===== src/rtl/if_id_skid_pkg.sv =====
// Shared front-end definitions for the IF/ID stage: reset level, fetch bus
// widths, default skid depth and bubble instruction, occupancy width helper.
package if_id_skid_pkg;

    localparam logic RSTENABLE = 1'b1;

    localparam int unsigned INSTADDRBUS = 32;
    localparam int unsigned INSTDATABUS = 32;

    // IF may run ahead of a stalled ID by this many instructions.
    localparam int unsigned IFID_DEPTH = 2;

    // MIPS nop (sll $0,$0,0) presented to decode when the stage is empty.
    localparam logic [INSTDATABUS-1:0] NOP_INST = 32'h0000_0000;

    // Occupancy counter width: must represent 0..depth inclusive.
    function automatic int unsigned occ_w(input int unsigned depth);
        return $clog2(depth) + 1;
    endfunction

endpackage


===== src/rtl/if_id_skid_if.sv =====
// IF/ID handshake bundle.
//   master : fetch/decode side (drives if_*, flush, id_ready)
//   slave  : the IF/ID stage (drives if_ready, id_*, count)
interface if_id_skid_if
    import if_id_skid_pkg::*;
#(
    parameter int unsigned PC_W   = INSTADDRBUS,
    parameter int unsigned INST_W = INSTDATABUS,
    parameter int unsigned DEPTH  = IFID_DEPTH
);

    logic                     if_valid;
    logic                     if_ready;
    logic [PC_W-1:0]          if_pc;
    logic [INST_W-1:0]        if_inst;
    logic                     flush;
    logic                     id_valid;
    logic                     id_ready;
    logic [PC_W-1:0]          id_pc;
    logic [INST_W-1:0]        id_inst;
    logic [occ_w(DEPTH)-1:0]  count;

    modport master (
        output if_valid, if_pc, if_inst, flush, id_ready,
        input  if_ready, id_valid, id_pc, id_inst, count
    );

    modport slave (
        input  if_valid, if_pc, if_inst, flush, id_ready,
        output if_ready, id_valid, id_pc, id_inst, count
    );

endinterface


===== src/rtl/if_id_skid_stage_fifo.sv =====
// Generic pipeline-stage FIFO (circular buffer) shared by the IF/ID, ID/EX
// and EX/MEM stages. Every output is a flop, so there is no combinational
// path from rd_ready back to wr_ready.
//   clk, rst      : clock, synchronous active-high reset (also clears storage)
//   flush         : empty the FIFO on the next edge; beats push and pop
//   wr_valid/ready: write handshake, wr_ready low whenever full
//   wr_data       : payload written on push
//   rd_valid/ready: read handshake, rd_valid high whenever non-empty
//   rd_data       : head entry (meaningful only while rd_valid)
//   count         : occupancy 0..DEPTH
module if_id_skid_stage_fifo
    import if_id_skid_pkg::*;
#(
    parameter int unsigned WIDTH = 64,
    parameter int unsigned DEPTH = 2
)(
    input  logic                     clk,
    input  logic                     rst,
    input  logic                     flush,
    input  logic                     wr_valid,
    output logic                     wr_ready,
    input  logic [WIDTH-1:0]         wr_data,
    output logic                     rd_valid,
    input  logic                     rd_ready,
    output logic [WIDTH-1:0]         rd_data,
    output logic [occ_w(DEPTH)-1:0]  count
);

    localparam int unsigned PTR_W = $clog2(DEPTH);
    localparam int unsigned CNT_W = occ_w(DEPTH);
    localparam logic [CNT_W-1:0] FULL = CNT_W'(DEPTH);

    logic [WIDTH-1:0] mem [DEPTH];
    logic [PTR_W-1:0] wr_ptr;
    logic [PTR_W-1:0] rd_ptr;
    logic [PTR_W-1:0] rd_ptr_nxt;
    logic [CNT_W-1:0] count_nxt;
    logic [WIDTH-1:0] head_nxt;
    logic             push;
    logic             pop;
    logic             head_from_wr;

    // Handshakes, next occupancy and the next head value.
    always_comb begin
        push         = wr_valid & wr_ready;
        pop          = rd_valid & rd_ready;
        rd_ptr_nxt   = rd_ptr + PTR_W'(pop);
        count_nxt    = count + CNT_W'(push) - CNT_W'(pop);
        // The incoming entry becomes the head when nothing else will be left.
        head_from_wr = push && ((count == '0) || (pop && (count == CNT_W'(1))));
        head_nxt     = rd_data;
        if (head_from_wr) begin
            head_nxt = wr_data;
        end else if (pop) begin
            head_nxt = mem[rd_ptr_nxt];
        end
    end

    // Pointers, occupancy, status flags and the registered head copy.
    always_ff @(posedge clk) begin
        if (rst == RSTENABLE) begin
            for (int unsigned i = 0; i < DEPTH; i++) begin
                mem[PTR_W'(i)] <= '0;
            end
            wr_ptr   <= '0;
            rd_ptr   <= '0;
            count    <= '0;
            wr_ready <= 1'b1;
            rd_valid <= 1'b0;
            rd_data  <= '0;
        end else if (flush) begin
            wr_ptr   <= '0;
            rd_ptr   <= '0;
            count    <= '0;
            wr_ready <= 1'b1;
            rd_valid <= 1'b0;
        end else begin
            if (push) begin
                mem[wr_ptr] <= wr_data;
                wr_ptr      <= wr_ptr + PTR_W'(1);
            end
            rd_ptr   <= rd_ptr_nxt;
            count    <= count_nxt;
            wr_ready <= (count_nxt != FULL);
            rd_valid <= (count_nxt != '0);
            rd_data  <= head_nxt;
        end
    end

endmodule


===== src/rtl/if_id_skid.sv =====
// IF/ID pipeline stage with a DEPTH-entry skid buffer: IF keeps issuing
// while ID stalls, flush discards everything buffered, and every output is
// decoded from registers only.
//   clk, rst          : clock, synchronous active-high reset
//   bus.if_valid/ready: fetch handshake, if_ready low only when full
//   bus.if_pc/if_inst : fetched PC and instruction
//   bus.flush         : drop all buffered instructions (redirect)
//   bus.id_valid/ready: decode handshake on the head entry
//   bus.id_pc/id_inst : head entry, 0 / BUBBLE_INST while empty
//   bus.count         : occupancy 0..DEPTH
module if_id_skid
    import if_id_skid_pkg::*;
#(
    parameter int unsigned       PC_W        = INSTADDRBUS,
    parameter int unsigned       INST_W      = INSTDATABUS,
    parameter int unsigned       DEPTH       = IFID_DEPTH,
    parameter logic [INST_W-1:0] BUBBLE_INST = INST_W'(NOP_INST)
)(
    input logic          clk,
    input logic          rst,
    if_id_skid_if.slave  bus
);

    localparam int unsigned WIDTH = PC_W + INST_W;

    logic [WIDTH-1:0] head;
    logic             head_valid;

    if_id_skid_stage_fifo #(
        .WIDTH (WIDTH),
        .DEPTH (DEPTH)
    ) u_fifo (
        .clk      (clk),
        .rst      (rst),
        .flush    (bus.flush),
        .wr_valid (bus.if_valid),
        .wr_ready (bus.if_ready),
        .wr_data  ({bus.if_pc, bus.if_inst}),
        .rd_valid (head_valid),
        .rd_ready (bus.id_ready),
        .rd_data  (head),
        .count    (bus.count)
    );

    // Empty stage shows a bubble so decode never acts on stale storage.
    assign bus.id_valid = head_valid;
    assign bus.id_pc    = head_valid ? head[WIDTH-1 -: PC_W] : '0;
    assign bus.id_inst  = head_valid ? head[INST_W-1:0]      : BUBBLE_INST;

endmodule


===== src/flat_wrapper.sv =====
// flat-port wrapper written by rule: the top's interface ports become plain ports
module if_id_skid_flat import if_id_skid_pkg::*;
#(
    parameter int unsigned       PC_W        = INSTADDRBUS,
    parameter int unsigned       INST_W      = INSTDATABUS,
    parameter int unsigned       DEPTH       = IFID_DEPTH,
    parameter logic [INST_W-1:0] BUBBLE_INST = INST_W'(NOP_INST)
)
  (clk, rst, bus_if_valid, bus_if_pc, bus_if_inst, bus_flush, bus_id_ready, bus_if_ready, bus_id_valid, bus_id_pc, bus_id_inst, bus_count);
  if_id_skid_if #(.PC_W(PC_W), .INST_W(INST_W), .DEPTH(DEPTH)) bus_i ();
  input logic clk;
  input logic rst;
  input wire logic [$bits(bus_i.if_valid)-1:0] bus_if_valid;
  input wire logic [$bits(bus_i.if_pc)-1:0] bus_if_pc;
  input wire logic [$bits(bus_i.if_inst)-1:0] bus_if_inst;
  input wire logic [$bits(bus_i.flush)-1:0] bus_flush;
  input wire logic [$bits(bus_i.id_ready)-1:0] bus_id_ready;
  output wire logic [$bits(bus_i.if_ready)-1:0] bus_if_ready;
  output wire logic [$bits(bus_i.id_valid)-1:0] bus_id_valid;
  output wire logic [$bits(bus_i.id_pc)-1:0] bus_id_pc;
  output wire logic [$bits(bus_i.id_inst)-1:0] bus_id_inst;
  output wire logic [$bits(bus_i.count)-1:0] bus_count;
  assign bus_i.if_valid = bus_if_valid;
  assign bus_i.if_pc = bus_if_pc;
  assign bus_i.if_inst = bus_if_inst;
  assign bus_i.flush = bus_flush;
  assign bus_i.id_ready = bus_id_ready;
  assign bus_if_ready = bus_i.if_ready;
  assign bus_id_valid = bus_i.id_valid;
  assign bus_id_pc = bus_i.id_pc;
  assign bus_id_inst = bus_i.id_inst;
  assign bus_count = bus_i.count;
  if_id_skid #(.PC_W(PC_W), .INST_W(INST_W), .DEPTH(DEPTH), .BUBBLE_INST(BUBBLE_INST)) u_core (.clk(clk), .rst(rst), .bus(bus_i));
endmodule

===== config.mk =====
export PLATFORM = sky130hd
export DESIGN_NAME = if_id_skid_flat
export DESIGN_NICKNAME = d
export VERILOG_FILES = /design/src/rtl/if_id_skid_pkg.sv /design/src/rtl/if_id_skid_if.sv /design/src/rtl/if_id_skid_stage_fifo.sv /design/src/rtl/if_id_skid.sv /design/src/flat_wrapper.sv
export SDC_FILE = /design/constraint.sdc
export NUM_CORES = 1
export LEC_CHECK = 0
export BUFFER_PORTS_ARGS = -buffer_cell sky130_fd_sc_hd__buf_2
export CAP_MARGIN = 20
export CORE_UTILIZATION = 58
export CTS_CLUSTER_SIZE = 16
export DETAILED_ROUTE_END_ITERATION = 7
export PLACE_DENSITY = 0.87
export SETUP_SLACK_MARGIN = 0.02
export SYNTH_ARGS = -nofsm -noshare
export SYNTH_HDL_FRONTEND = slang
export SYNTH_SLANG_ARGS = --single-unit

===== constraint.sdc =====
create_clock -name clk -period 3 [get_ports clk]
set_clock_uncertainty 0.1 [all_clocks]
set_input_delay 0.6 -clock clk [delete_from_list [all_inputs] [get_ports clk]]
set_output_delay 0.6 -clock clk [all_outputs]
set_load 0.01 [all_outputs]

==> Word level (Yosys, flattened, before mapping) <==
Memory sizes are Yosys's and may differ from the RTL's.
Cells that the tools add are included.
{ "word_totals": {"reg_bits": 70, "mem_bits_rw": 128, "in_bits": 69, "output_inout_bits": 68, "word_cells": 38, "n_memories": 1} }
{ "classes": {"n_addsub": 4, "eq_ne": 2, "n_mux": 13, "n_bitwise": 3, "n_reduce_logical": 9} }
{ "mem_list": {"columns": ["name", "depth", "word_bits", "read_ports", "rd_clocked_by_memory_dff", "write_ports", "line", "rtl"], "rows": [
  ["u_core.u_fifo.mem", 2, 64, 1, 0, 2, "if_id_skid_stage_fifo.sv:33", "logic [WIDTH-1:0] mem [DEPTH];"]
]} }
{ "op_table": {"columns": ["op", "n"], "rows": [
  ["64-bit 2-to-1 mux", 3],
  ["32-bit 2-to-1 mux", 2],
  ["64-bit OR reduction", 1],
  ["1-bit 2-to-1 mux", 8],
  ["2-bit nonzero test", 2],
  ["2-bit by 1-bit adder with 2-bit output", 1],
  ["1-bit AND", 2],
  ["2-bit by 1-bit equality test with 1-bit output, second input constant", 1],
  ["1-bit logical AND", 2],
  ["2-bit zero test", 1],
  ["2-bit inequality test, second input constant", 1],
  ["2-bit AND reduction", 1],
  ["2-bit OR reduction", 1],
  ["2-bit by 1-bit subtractor with 2-bit output", 1],
  ["1-bit adder", 1],
  ["1-bit adder, second input constant", 1],
  ["1-bit logical OR", 1],
  ["1-bit NOT", 1]
]} }

==> Depth between registers and ports, before layout <==
{ "depth": {"depth_word": 7, "depth_mapped": 7, "mapped_depth_nobuf": 7} }

==> By module <==
From an unflattened synthesis, not the netlist that was laid out.
{ "hier_totals": {"hier_cells": 741, "hier_area_um2": 9567.9} }
{ "modules_own_cells": {"columns": ["module", "instances", "cells_each", "area_each_um2", "seq_area_each_um2"], "rows": [
  ["if_id_skid_stage_fifo", 1, 671, 9057.4, 5245.0],
  ["if_id_skid", 1, 70, 510.5, 0.0]
]} }

==> Worst setup path after synthesis <==
OpenSTA, ideal clock, no wires.
{ "synth_timing": {"path_type": "input-to-reg", "from": "input port rst", "to": "memory u_core.u_fifo.mem[1][0], enable pin", "setup_ns": 0.394, "t_arrival_ns": 2.240, "required_ns": 2.506, "setup_slack_ns": 0.266, "cell_stages": 4, "path_buffers": 2, "path_cell_list": "clkbuf_1 -> nor4b_1 -> clkbuf_1 -> or2_2"} }
{ "synth_lines": {"columns": ["element", "line", "rtl"], "rows": [
  ["from (decl)", "flat_wrapper.sv:12", "input logic rst;"],
  ["to (decl)", "if_id_skid_stage_fifo.sv:33", null]
]} }

==> Worst setup path after layout <==
{ "layout_timing": {"from": "register u_core.u_fifo.rd_valid", "to": "output port bus_id_inst[24]"} }
{ "layout_between": {"elab_chain_cells": 1} }
{ "layout_rtl": {"columns": ["element", "line", "rtl"], "rows": [
  ["from (decl)", "if_id_skid_stage_fifo.sv:23", "output logic rd_valid,"],
  ["from (signal assigned)", "if_id_skid_stage_fifo.sv:85", "rd_valid <= (count_nxt != '0);"],
  ["32-bit 2-to-1 mux", "if_id_skid.sv:48", "assign bus.id_inst = head_valid ? head[INST_W-1:0] : BUBBLE_INST;"],
  ["to (decl)", "flat_wrapper.sv:21", "output wire logic [$bits(bus_i.id_inst)-1:0] bus_id_inst;"]
]} }
Every way passes these cells.

==> impl_metrics.tcl <==
set metrics [dict create \
    cts_max_level 4 \
    initial_core_util_pct 59.5 \
    dr_wl_met2_um 10900 \
    area_growth_pct 15.8 \
    max_freq_mhz 423 \
    cts_tree "built" \
    p_clk_share_pct 38.3 \
    dr.pass1.iters 5 \
    cp_slowest_cell "buf_4" \
    top_layer_used "met4" \
    layout.nets 912 \
    post_cts_buffers 0 \
    netlist_area_um2 9480 \
    cts_made_buffers 17 \
    postRouteWirelength_um 20800 \
    fin_area_um2 11000 \
    final-seq-area_um2 5250 \
    status "complete, no violations" \
    worstMarginPinSlew_ns 0.785 \
    die_y_um 130 \
    io_buffers 136 \
    met1_length_um 8390 \
    p_seq_share_pct 50.7 \
    crit_path_max_fanout 67 \
    grt.overflow.total 0 \
    drive_gt1_share_pct 29.6 \
    clock_sinks 198 \
    synth-async-reset-ratio_pct 0 \
    cts_hold_buf 0 \
    multi_input_area_um2 3970 \
    slew_violations 0 \
    cp-end-kind "output pin" \
    post_cts_resized 0 \
    finalWorstSetupSlack_ns 0.635 \
    clkLatencyLatePin_ns 0.43 \
    vdd_drop_max_mv 0.431 \
    synth_cells 741 \
    slew_headroom_pct 47.7 \
    crit_family "buffers and inverters" \
    final-hold-violation-count 0 \
    power_density_nw_per_um2 561 \
    wl_per_cell_um 19.5 \
    synth_edf_count 128 \
    maxCapViolCount 0 \
    p_sw_uw 1430 \
    dpl.hpwl_um 12300 \
    synth_top_area_share_pct 40.5 \
    placed_cell_area_um2 10400 \
    ios 137 \
    synth_area_per_cell_um2 12.8 \
    dr_wl_met3_um 1000 \
    diodes 0 \
    grt_max_degree 129 \
    crit_type "reg -> out" \
    combPwrFrac_pct 11.0 \
    rsz0062_at_grt "false" \
    setup_tns_ns 0 \
    chipWidth_um 130 \
    cp.arrival_ns 1.67 \
    yosys.area.top_type "edfxtp_1" \
    place_congestion 0.838 \
    remaining_drc_errors 0 \
    fp-row-count 46 \
    viasPerCell 5.90 \
    vias 6324 \
    grt_pass1_wl_um 32000 \
    cts-root-buf "clkbuf_16" \
    dpl_worst_slack_ns 0.524 \
    seq_area_frac_synth_pct 55.3 \
    clock_path_buffers 2 \
    period_share_pct 78.8 \
    fill_cells 1148 \
    fin_crit_ns 2.37 \
    grt_pass1_vias 6332 \
    drt.antenna.violating_nets 0 \
    p_leak_uw 0.00454 \
    startpoint_type "flop" \
    p_int_uw 4730 \
    critPathMaxStageDelay_ns 0.49 \
    finalSetupViolCount 0 \
    hold_ws_ns 0.364 \
    hold_class "in -> reg" \
    syn_nets 811 \
    dieArea_um2 16900 \
    clk_pin_slew_ns 0.07 \
    p_total_uw 6160 \
    p_sw_share_pct 23.3 \
    path_buf_inv 2 \
    ys.warnings.count 0 \
    grt_usage_pct 25.2 \
    ys_seq_elements 198 \
    drt_iter0_markers 462 \
    core_um2 15900 \
    worstPathCellList "buf_4, and2_1, buf_2" \
    synth_cell_types 29 \
    grt_antenna_before_repair 0 \
    required_ns 2.30 \
    yosys-top-cells-area "edfxtp_1, dfxtp_1, and2_1, o221ai_2, mux2i_1" \
    yosys_most_used_dff "edfxtp_1" \
]
## per-layer routing
metal	up-vias	track usage [%]
met4	0	12.7
met1	3144	30.5
met3	42	3.98
met5	-	0
li1	2909	-
met2	229	43.8
## placed cells by master (no fill, tap or decap), drive strengths merged
| cell | count |
|---|---|
| a21oi | 1 |
| or2 | 3 |
| ha | 1 |
| dfxtp | 70 |
| a211oi | 1 |
| nor2 | 1 |
| nor4b | 1 |
| nand4b | 64 |
| edfxtp | 128 |
| nand2 | 2 |
| clkinv | 7 |
| nand2b | 65 |
| nor4 | 1 |
| and2 | 193 |
| and3 | 1 |
| bufinv | 4 |
| buf | 153 |
| mux2i | 64 |
| o221ai | 64 |
| nand4 | 1 |
| a31o | 1 |
| nor3 | 2 |
| clkbuf | 21 |
| or3b | 1 |
| nand4bb | 1 |
| xor2 | 4 |
## cell families (layout without fill, tap and decap cells)
family | Yosys count | count (layout) | share of synthesized area [%]
AND/OR/NAND/NOR | 336 | 336 | 23.9
flip-flops | 198 | 198 | 55.3
buffers and inverters | 71 | 185 | 3.46
AO/OA/AOI/OAI | 67 | 67 | 10.1
multiplexers | 64 | 64 | 6.76
XOR/XNOR | 4 | 4 | 0.369
adder cells (fa/ha/maj) | 1 | 1 | 0.132
## cells in the mapped netlist, drive strengths merged, types with 2 or more instances
library cell / count
or2: 3
mux2i: 64
xor2: 4
edfxtp: 128
o221ai: 64
buf: 22
nand2b: 65
nand4b: 64
and2: 193
dfxtp: 70
nand2: 2
nor3: 2
clkbuf: 49
## worst paths after layout
kind,slack (ns),startpoint,depth (start not counted),end
worst max-delay path,0.63,u_core.u_fifo.rd_valid,3,bus_id_inst[24]
worst min-delay path,0.36,rst,2,u_core.u_fifo.wr_ptr
worst max register to register,0.89,u_core.u_fifo.wr_ready,5,u_core.u_fifo.rd_data[47]
worst min register to register,0.43,u_core.u_fifo.rd_data[18],2,u_core.u_fifo.rd_data[18]
## power groups by stage
stage | clock network, uW | logic (uW) | registers (uW)
3_5_place_dp | 0 | 675 | 3180
3_3_place_gp | 0 | 653 | 3170
5_1_grt | 2500 | 726 | 3130
6_report | 2360 | 678 | 3120
4_1_cts | 2390 | 679 | 3120
2_1_floorplan | 0 | 454 | 3160
## worst register-to-register path, cell delays in order (launching register included)
cell and delay, ns:
dfxtp_1 0.34, nand2_1 0.23, a211oi_4 0.31, buf_4 0.68, nand4b_1 0.26, o221ai_2 0.12
## through the flow
stage	std cells	utilization (%)
after global routing	1071	68.9
after CTS	1071	68.9
final	1071	68.9
after detailed placement	1039	65.1
after floorplan	741	-
after global placement	1039	65.1
## sequential cells by signal (all words and copies together), names as in the netlist
name                    count
u_core.u_fifo.wr_ready      1
u_core.u_fifo.rd_data      64
u_core.u_fifo.mem         128
u_core.u_fifo.count         2
u_core.u_fifo.rd_valid      1
u_core.u_fifo.wr_ptr        1
u_core.u_fifo.rd_ptr        1
## final cells by class
cell class	instances	share of cell area (%)
tap	216	2.46
clock inverter	11	1.44
multi-input combinational	472	36.2
timing repair buffer	153	8.07
clock buffer	21	4.10
sequential	198	47.8
(Power assumes the default switching activity.)
